<file path="config.mk">
export PLATFORM = sky130hd
export DESIGN_NAME = sha2_stream_engine
export DESIGN_NICKNAME = d
export VERILOG_FILES = /design/src/rtl/sha2_stream_engine.sv
export SDC_FILE = /design/constraint.sdc
export NUM_CORES = 2
export LEC_CHECK = 0
export BUFFER_PORTS_ARGS = -buffer_cell sky130_fd_sc_hd__buf_2
export CAP_MARGIN = 20
export CORE_MARGIN = 1
export CORE_UTILIZATION = 40
export CTS_BUF_LIST = sky130_fd_sc_hd__clkbuf_8
export CTS_CLUSTER_SIZE = 28
export DETAILED_ROUTE_END_ITERATION = 16
export PLACE_DENSITY = 0.57
export SYNTH_ARGS = -nofsm -noshare
export SYNTH_HDL_FRONTEND = slang
export SYNTH_SLANG_ARGS = --single-unit
</file>
<file path="constraint.sdc">
create_clock -name clk -period 72.7 [get_ports clk]
set_input_delay 10.905 -clock clk [delete_from_list [all_inputs] [get_ports clk]]
set_output_delay 10.905 -clock clk [all_outputs]
set_load 0.01 [all_outputs]
</file>
<file path="src/rtl/sha2_stream_engine.sv">
// SHA-224/SHA-256 streaming engine: loads 16-word blocks over valid/ready, runs UNROLL
// rounds per clock over a rolling 16-word schedule window and chains blocks until last.
module sha2_stream_engine #(
    parameter int UNROLL = 1,
    parameter int CNT_W  = 32
) (
    input  logic             clk,
    input  logic             rst,
    input  logic             start_i,
    input  logic             mode_224_i,
    input  logic             s_valid_i,
    output logic             s_ready_o,
    input  logic [31:0]      s_data_i,
    input  logic             s_last_i,
    output logic             ready_o,
    output logic             valid_o,
    output logic             err_o,
    output logic [255:0]     hash_o,
    output logic [CNT_W-1:0] blocks_o
);

    generate
        if (UNROLL != 1 && UNROLL != 2 && UNROLL != 4) begin : g_bad_unroll
            $error("sha2_stream_engine: UNROLL must be 1, 2 or 4");
        end
    endgenerate

    localparam logic [31:0] IV256 [8] = '{
        32'h6a09e667, 32'hbb67ae85, 32'h3c6ef372, 32'ha54ff53a,
        32'h510e527f, 32'h9b05688c, 32'h1f83d9ab, 32'h5be0cd19};
    localparam logic [31:0] IV224 [8] = '{
        32'hc1059ed8, 32'h367cd507, 32'h3070dd17, 32'hf70e5939,
        32'hffc00b31, 32'h68581511, 32'h64f98fa7, 32'hbefa4fa4};
    localparam logic [31:0] K_TAB [64] = '{
        32'h428a2f98, 32'h71374491, 32'hb5c0fbcf, 32'he9b5dba5, 32'h3956c25b, 32'h59f111f1, 32'h923f82a4, 32'hab1c5ed5,
        32'hd807aa98, 32'h12835b01, 32'h243185be, 32'h550c7dc3, 32'h72be5d74, 32'h80deb1fe, 32'h9bdc06a7, 32'hc19bf174,
        32'he49b69c1, 32'hefbe4786, 32'h0fc19dc6, 32'h240ca1cc, 32'h2de92c6f, 32'h4a7484aa, 32'h5cb0a9dc, 32'h76f988da,
        32'h983e5152, 32'ha831c66d, 32'hb00327c8, 32'hbf597fc7, 32'hc6e00bf3, 32'hd5a79147, 32'h06ca6351, 32'h14292967,
        32'h27b70a85, 32'h2e1b2138, 32'h4d2c6dfc, 32'h53380d13, 32'h650a7354, 32'h766a0abb, 32'h81c2c92e, 32'h92722c85,
        32'ha2bfe8a1, 32'ha81a664b, 32'hc24b8b70, 32'hc76c51a3, 32'hd192e819, 32'hd6990624, 32'hf40e3585, 32'h106aa070,
        32'h19a4c116, 32'h1e376c08, 32'h2748774c, 32'h34b0bcb5, 32'h391c0cb3, 32'h4ed8aa4a, 32'h5b9cca4f, 32'h682e6ff3,
        32'h748f82ee, 32'h78a5636f, 32'h84c87814, 32'h8cc70208, 32'h90befffa, 32'ha4506ceb, 32'hbef9a3f7, 32'hc67178f2};

    typedef enum logic [2:0] {S_IDLE, S_LOAD, S_ROUND, S_UPDATE, S_DONE} state_t;

    function automatic logic [31:0] rotr(input logic [31:0] x, input int n);
        return (x >> n) | (x << (32 - n));
    endfunction

    function automatic logic [31:0] big_s0(input logic [31:0] x);
        return rotr(x, 2) ^ rotr(x, 13) ^ rotr(x, 22);
    endfunction

    function automatic logic [31:0] big_s1(input logic [31:0] x);
        return rotr(x, 6) ^ rotr(x, 11) ^ rotr(x, 25);
    endfunction

    function automatic logic [31:0] small_s0(input logic [31:0] x);
        return rotr(x, 7) ^ rotr(x, 18) ^ (x >> 3);
    endfunction

    function automatic logic [31:0] small_s1(input logic [31:0] x);
        return rotr(x, 17) ^ rotr(x, 19) ^ (x >> 10);
    endfunction

    function automatic logic [31:0] k_rom(input logic [5:0] idx);
        return K_TAB[idx];
    endfunction

    state_t      state;
    logic [3:0]  wcnt;
    logic [5:0]  rnd;
    logic        last_blk;
    logic        mode;
    logic [31:0] hs  [8];
    logic [31:0] wv  [8];
    logic [31:0] win [16];

    logic [31:0] win_s [UNROLL+1][16];
    logic [31:0] var_s [UNROLL+1][8];
    logic [31:0] t1_s  [UNROLL];
    logic [31:0] t2_s  [UNROLL];
    logic [31:0] hsum  [8];
    logic [255:0] digest;
    logic        take;

    assign take = s_valid_i && s_ready_o;

    // UNROLL chained rounds; window[0] is always W[t], and W[t+16] is shifted in behind it
    always_comb begin
        win_s[0] = win;
        var_s[0] = wv;
        for (int j = 0; j < UNROLL; j++) begin
            t1_s[j] = var_s[j][7] + big_s1(var_s[j][4])
                    + ((var_s[j][4] & var_s[j][5]) ^ (~var_s[j][4] & var_s[j][6]))
                    + k_rom(rnd + 6'(j)) + win_s[j][0];
            t2_s[j] = big_s0(var_s[j][0])
                    + ((var_s[j][0] & var_s[j][1]) ^ (var_s[j][0] & var_s[j][2]) ^ (var_s[j][1] & var_s[j][2]));
            var_s[j+1][0] = t1_s[j] + t2_s[j];
            var_s[j+1][1] = var_s[j][0];
            var_s[j+1][2] = var_s[j][1];
            var_s[j+1][3] = var_s[j][2];
            var_s[j+1][4] = var_s[j][3] + t1_s[j];
            var_s[j+1][5] = var_s[j][4];
            var_s[j+1][6] = var_s[j][5];
            var_s[j+1][7] = var_s[j][6];
            for (int i = 0; i < 15; i++) begin
                win_s[j+1][i] = win_s[j][i+1];
            end
            win_s[j+1][15] = small_s1(win_s[j][14]) + win_s[j][9] + small_s0(win_s[j][1]) + win_s[j][0];
        end
    end

    always_comb begin
        for (int i = 0; i < 8; i++) begin
            hsum[i] = hs[i] + wv[i];
        end
        digest = {hsum[0], hsum[1], hsum[2], hsum[3], hsum[4], hsum[5], hsum[6], hsum[7]};
        if (mode) begin
            digest[31:0] = '0;
        end
    end

    // Message window and working variables carry no reset; they are always reloaded before use
    always_ff @(posedge clk) begin
        if (state == S_LOAD && take) begin
            win[wcnt] <= s_data_i;
            if (wcnt == 4'd15) begin
                wv <= hs;
            end
        end
        if (state == S_ROUND) begin
            win <= win_s[UNROLL];
            wv  <= var_s[UNROLL];
        end
    end

    always_ff @(posedge clk or posedge rst) begin
        if (rst) begin
            state     <= S_IDLE;
            ready_o   <= 1'b1;
            s_ready_o <= 1'b0;
            valid_o   <= 1'b0;
            err_o     <= 1'b0;
            hash_o    <= '0;
            blocks_o  <= '0;
            wcnt      <= '0;
            rnd       <= '0;
            last_blk  <= 1'b0;
            mode      <= 1'b0;
            for (int i = 0; i < 8; i++) begin
                hs[i] <= '0;
            end
        end else begin
            case (state)
                S_IDLE, S_DONE: begin
                    if (start_i) begin
                        for (int i = 0; i < 8; i++) begin
                            hs[i] <= mode_224_i ? IV224[i] : IV256[i];
                        end
                        mode      <= mode_224_i;
                        valid_o   <= 1'b0;
                        err_o     <= 1'b0;
                        blocks_o  <= '0;
                        wcnt      <= '0;
                        last_blk  <= 1'b0;
                        ready_o   <= 1'b0;
                        s_ready_o <= 1'b1;
                        state     <= S_LOAD;
                    end
                end
                S_LOAD: begin
                    if (take) begin
                        wcnt <= wcnt + 4'd1;
                        if (s_last_i) begin
                            if (wcnt == 4'd15) last_blk <= 1'b1;
                            else               err_o    <= 1'b1;
                        end
                        if (wcnt == 4'd15) begin
                            rnd       <= '0;
                            s_ready_o <= 1'b0;
                            state     <= S_ROUND;
                        end
                    end
                end
                S_ROUND: begin
                    rnd <= rnd + 6'(UNROLL);
                    if (rnd == 6'(64 - UNROLL)) begin
                        state <= S_UPDATE;
                    end
                end
                S_UPDATE: begin
                    for (int i = 0; i < 8; i++) begin
                        hs[i] <= hsum[i];
                    end
                    blocks_o <= blocks_o + CNT_W'(1);
                    if (last_blk) begin
                        hash_o  <= digest;
                        valid_o <= 1'b1;
                        ready_o <= 1'b1;
                        state   <= S_DONE;
                    end else begin
                        s_ready_o <= 1'b1;
                        state     <= S_LOAD;
                    end
                end
                default: begin
                    state   <= S_IDLE;
                    ready_o <= 1'b1;
                end
            endcase
        end
    end

endmodule
</file>
# Word-level counts from Yosys, hierarchy flattened
# Memory sizes are Yosys's and may differ from the RTL's.
# Index checks and enable logic that the tools add are counted.
dict set report totals {
  mem_count 1
  out_inout_bits 292
  regBits 1331
  latchBits 0
  ramBits 0
  romBits 2048
  elab_cells 188
}
dict set report classes {
  n_lt_le_gt_ge 3
  n_div 0
  multipliers 0
  shifts 0
  eq_ne 14
  n_reduce_logical 24
  bitwise 30
  add_sub_neg 21
  muxes 52
}
# memory words width rd rd_ports_with_merged_regs wr line
set memory_table {}
lappend memory_table {{(no name shown)} 64 32 1 0 0 67} ;# return K_TAB[idx];
# cell n
set op_table {}
lappend op_table {{$mux 256} 4}
lappend op_table {{$mux 512} 2}
lappend op_table {{$add 32x32->32} 18}
lappend op_table {{$bwmux 512} 1}
lappend op_table {{$pmux 256 s2} 1}
lappend op_table {{$mux 32} 10}
lappend op_table {{$xor 32x32->32} 9}
lappend op_table {{$and 32x32->32} 5}
lappend op_table {{$demux 32 s4} 1}
lappend op_table {{$pmux 32 s2} 1}
lappend op_table {{$mux 31} 2}
lappend op_table {{$add 32x1->32 const B} 1}
lappend op_table {{$not 32->32} 1}
lappend op_table {{$or 10x32->32} 1}
lappend op_table {{$or 13x32->32} 1}
lappend op_table {{$or 14x32->32} 1}
lappend op_table {{$or 15x32->32} 1}
lappend op_table {{$or 19x32->32} 1}
lappend op_table {{$or 21x32->32} 1}
lappend op_table {{$or 25x32->32} 1}
lappend op_table {{$or 26x32->32} 1}
lappend op_table {{$or 30x32->32} 1}
lappend op_table {{$or 7x32->32} 1}
lappend op_table {{$xor 32x22->32} 1}
lappend op_table {{35 further kinds} 77}

# Logic depth before layout (Yosys ltp)
dict set report logic_depth {
  ltp_word 9
  depth_mapped 39
  ltp_nobuf 37
}

# Least setup slack after synthesis
# Ideal clock, no wire load.
dict set report synth_timing {
  path_kind {input port to flip-flop}
  from {input port s_valid_i}
  to {register rnd[0]}
  setup_slack_ns 39.507
  path_buffers 0
  cell_stages 5
  t_arrival_ns 32.181
  path_cell_list {nand2_1 nor3_1 inv_1 o21ai_0 mux2i_1}
}
dict set report synth_via {
  elab_chain_cells 3
}
# item line
set synth_rtl {}
lappend synth_rtl {{start, declared} 11} ;# input logic s_valid_i,
lappend synth_rtl {{$logic_and 1x1->1} 87} ;# assign take = s_valid_i && s_ready_o;
lappend synth_rtl {{$ne 2x2->1 (no line)} -}
lappend synth_rtl {{$reduce_and 3->1 (no line)} -}
lappend synth_rtl {{end signal, assigned} 187} ;# rnd <= rnd + 6'(UNROLL);
lappend synth_rtl {{end, declared} 72} ;# logic [5:0] rnd;
# No other way between the ends.
# A chain may end at the register's enable or synchronous reset.

# Final worst setup path
dict set report layout_timing {
  from {input port s_valid_i}
  to {register wv, in the netlist var_s[137] (enable)}
}
dict set report layout_via {
  elab_chain_cells 4
}
# item line
set layout_rtl {}
lappend layout_rtl {{$logic_and 1x1->1} 87}
lappend layout_rtl {{$logic_and 1x1->1} 126} ;# if (state == S_LOAD && take) begin
lappend layout_rtl {{$reduce_bool 2->1 (no line)} -}
lappend layout_rtl {{$reduce_and 2->1 (no line)} -}
lappend layout_rtl {{end signal, assigned} 129} ;# wv <= hs;
lappend layout_rtl {{end signal, assigned} 134} ;# wv <= var_s[UNROLL];
lappend layout_rtl {{end, declared} 76} ;# logic [31:0] wv [8];
# No other way between the ends.

==> implementation parameters <==
Parameter                              Value

Floorplan
  Placeable core area ... roughly 0.20 mm^2
  Vertical die dimension ... roughly 450 um
  Starting utilization of the core area ... 0.4024
  Row Count ... roughly 160
  Number of ports placed on the die boundary ... 330
  Total Die Area ... 0.2024 mm^2
  Die width ... approximately 450 um

Yosys
  Synth Area in Simple Gates ... 0.1047
  Proportion of synthesized chip area in sequential cells ... 0.4629
  Number of distinct standard cells referenced by the synthesized netlist ... 93
  Adder and majority gate portion of the synthesized area ... 0.1111
  Main combinational cell family by area after synthesis ... compound AO/OA/AOI/OAI gates
  Mapped Cells ... 8021
  Async set or reset register ratio after synthesis ... 0.4230
  Synthesized area per cell ... 10.01 um^2
  Top cells by area in the synthesized netlist ... sky130_fd_sc_hd__edfxtp_1 (29%), sky130_fd_sc_hd__dfrtp_1 (18%), sky130_fd_sc_hd__ha_1 (6.2%), sky130_fd_sc_hd__nand2_1 (5.9%), sky130_fd_sc_hd__a22o_1 (5.3%)
  Xor and xnor fraction of the mapped netlist area ... 0.06614
  Portion of netlist area occupied by mux cells ... 0.007858
  Synthesized Nets ... just under 9000
  EDFF count, synth ... around 770
  Netlist Area Pre-Place ... between 0.08 and 0.09 mm^2
  Count of state elements after synthesis ... between 1000 and 1500
  Synth warnings ... 0
  Most used flip-flop cell after synthesis ... sky130_fd_sc_hd__edfxtp_1
  Post-synthesis compound-gate area fraction ... 0.1998
  Yosys top cell area share ... 0.2874
  Synth area leader ... sky130_fd_sc_hd__edfxtp_1

Placement
  Half-perimeter wire length after detailed placement ... 211400 um
  IO Port Bufs ... 329
  Placer Congestion ... between 0.9 and 1
  Placed cells ... about 11000

STA
  Number of pins with negative max-slew slack in the final report ... 0
  Max-Slew Margin vs Limit ... 0.1700
  Unrepaired setup endpoints after global routing ... no
  Time the final worst path needs with I/O delays and setup ... roughly 13 ns
  Hold Fails Final Rpt ... 0
  Transition at the pin with the smallest max-transition slack ... ~1.2 ns
  Clock Skew ... around 0.10 ns
  Number of setup violations in the final report ... 0
  Sum of negative setup slack ... 0 ns
  Peak clock frequency supported by timing ... just under 80 MHz
  Post-route clock period utilization ... 0.1767

Clock tree
  Number of buffers created by CTS ... 222
  Clock latency at the later pin of the worst-skew pair ... around 1.0 ns
  Post-CTS Hold Buffers ... 0
  Total of cells resized after clock tree synthesis ... 0
  Buffers inserted during post-CTS setup optimization ... 0
  Number of sinks on the clock net ... between 1000 and 1500
  Clock transition at the register clock pins on the worst setup and hold paths after CTS ... around 0.06 ns
  Maximum root-to-sink buffer count ... 3
  Clock Tree Root ... sky130_fd_sc_hd__clkbuf_8
  CTS HTree Levels ... 4
  TritonCTS clock tree ... built

Detailed routing
  Post-DR wirelength/cell ... about 26 um
  Via/cell ratio ... ~5.8
  Antenna-violating nets left ... 0
  DR pass1 iterations ... 6
  Number of DRC violations after detailed routing ... 0
  Final WL ... approximately 290000 um
  Starting DRT DRC Count ... around 7400
  Total via count after detailed routing ... ~64000

Run
  Number of max-cap violations ... 0

Setup path
  Max Fanout on Critical Path ... 61
  Required time of the critical path ... approximately 73 ns
  R2r endpoint ... var_s[223]
  CP top delay family ... buffers and inverters
  Beginning of the worst register-to-register path ... rnd[0]
  WS Path Type ... in2reg
  Worst path max stage delay ... 0.83 ns
  Launch point of the worst path ... s_valid_i
  Element type at the critical path start ... primary input
  Sort of element at the end of the critical path ... register
  Buffer and inverter count on the worst path ... 5
  R2r worst-path depth ... 35
  Max stage delay cell, worst path ... sky130_fd_sc_hd__buf_4
  Setup slack on the worst flop-to-flop path ... around 62 ns
  Cells along the critical path ... buf_2, nand2_1, nor3_1, buf_4, inv_1, o21ai_4, buf_4, buf_4
  Worst Path Arrival ... between 10 and 15 ns
  Critical Path Most Common Cell ... sky130_fd_sc_hd__buf_4

Run status
  Outcome ... completed

Cells and area
  Final instance count without filler cells ... approximately 11000
  Layout fillers ... 19180
  Final net count ... ~9000
  Share of cells above drive strength 1 ... 0.1055
  Final core area utilization ... 0.4466
  Area growth, synth to finish ... 11.00%

Worst hold path
  HP Class ... reg2reg
  Worst hold start ... hash_o[1]
  Terminating pin of the worst hold path ... hash_o[1]
  Hold Crit Depth ... 2

Global routing
  Number of antenna violations at the first check in global routing ... 12
  Largest net degree at the start of global routing ... between 200 and 250
  Global-route wire length before repair ... ~420000 um
  Grt ovf ... 0
  All-Layer GR Usage ... 0.2805
  Vias in the first global route ... around 60000
-- worst reg2reg max path, delay by kind of cell, from the launching register on --
kind	cells	cell delay, ns
fa+ha+maj	6	2.92
flops	1	0.32
xor+xnor	3	1.29
buf+inv	5	0.99
compound gates	14	3.18
simple gates	7	1.50
-- cell families (layout without fill, tap and decap cells) --
logic type	after synthesis	count (layout)
mux	54	54
flops	1331	1331
xor+xnor	606	606
buf+inv	1015	1353
simple gates	1996	1996
compound gates	2423	2423
fa+ha+maj	596	596
other cells	0	5
-- cells in the final DEF (no fill, tap or decap), drive strengths merged, types with 75 or more instances in the layout --
master  instances
nand2        1258
edfxtp        768
o21ai         669
inv           575
dfrtp         562
a21oi         539
a22o          486
buf           434
ha            398
xnor2         337
nor2          322
xor2          269
clkbuf        255
fa            195
a21o          182
a211oi        157
nand3          94
nand2b         75
clkinv         75
-- layer usage --
metal / track usage / vias to the layer above / share of wire
met2: 0.4196 / 2723 / 0.43
met4: 0.1104 / 14 / 0.042
li1: - / 28790 / -
met3: 0.05638 / 489 / 0.087
met5: 0 / - / 0.00028
met1: 0.3971 / 31530 / 0.44
-- registers in the layout (all words and copies together) (netlist names) --
register	flops
var_s	256
last_blk	1
err_o	1
ready_o	1
rnd	6
mode	1
state	3
valid_o	1
s_ready_o	1
win	512
blocks_o	32
hs	256
hash_o	256
wcnt	4
-- synth_stat cells, types with 157 or more instances --
cell type / number
sky130_fd_sc_hd__inv_1: 502
sky130_fd_sc_hd__fa_1: 195
sky130_fd_sc_hd__a21o_1: 182
sky130_fd_sc_hd__a211oi_1: 157
sky130_fd_sc_hd__ha_1: 398
sky130_fd_sc_hd__dfrtp_1: 562
sky130_fd_sc_hd__nor2_1: 322
sky130_fd_sc_hd__clkbuf_1: 421
sky130_fd_sc_hd__xor2_1: 269
sky130_fd_sc_hd__nand2_1: 1258
sky130_fd_sc_hd__xnor2_1: 337
sky130_fd_sc_hd__a21oi_1: 536
sky130_fd_sc_hd__edfxtp_1: 768
sky130_fd_sc_hd__a22o_1: 486
sky130_fd_sc_hd__o21ai_0: 641
-- worst max-delay path by stage --
stage / endpoint / slack [ns] / cells after the start
6_report: var_s[137] / 59.86 / 8
5_1_grt: var_s[137] / 59.76 / 8
4_1_cts: ready_o / 59.97 / 1
3_5_place_dp: var_s[397] / 58.92 / 8
3_3_place_gp: var_s[397] / 58.96 / 8
2_1_floorplan: rnd[0] / 39.51 / 5
-- layout make-up --
cell class,instances,area (um^2),share of cell area
multi-input combinational,5675,39470,0.4431
sequential,1331,37160,0.4172
clock buffer,252,3468,0.03894
tap,2656,3323,0.03731
timing repair buffer,437,2522,0.02832
inverter,505,1903,0.02136
clock inverter,159,1220,0.01370
antenna,5,12.51,0.0001405
-- per-stage QoR --
stage	hold slack, ns	setup WS [ns]	cell area, um^2
detailed placement	0.4510	58.92	84350
finish	0.4599	59.86	89080
floorplan	0.4739	39.51	80250
CTS	0.4653	59.97	89040
global route	0.4955	59.76	89070
global placement	0.4506	58.96	84300
Power is not shown: default switching activity piles up to over one toggle a cycle in this logic, so the estimate is an artifact.
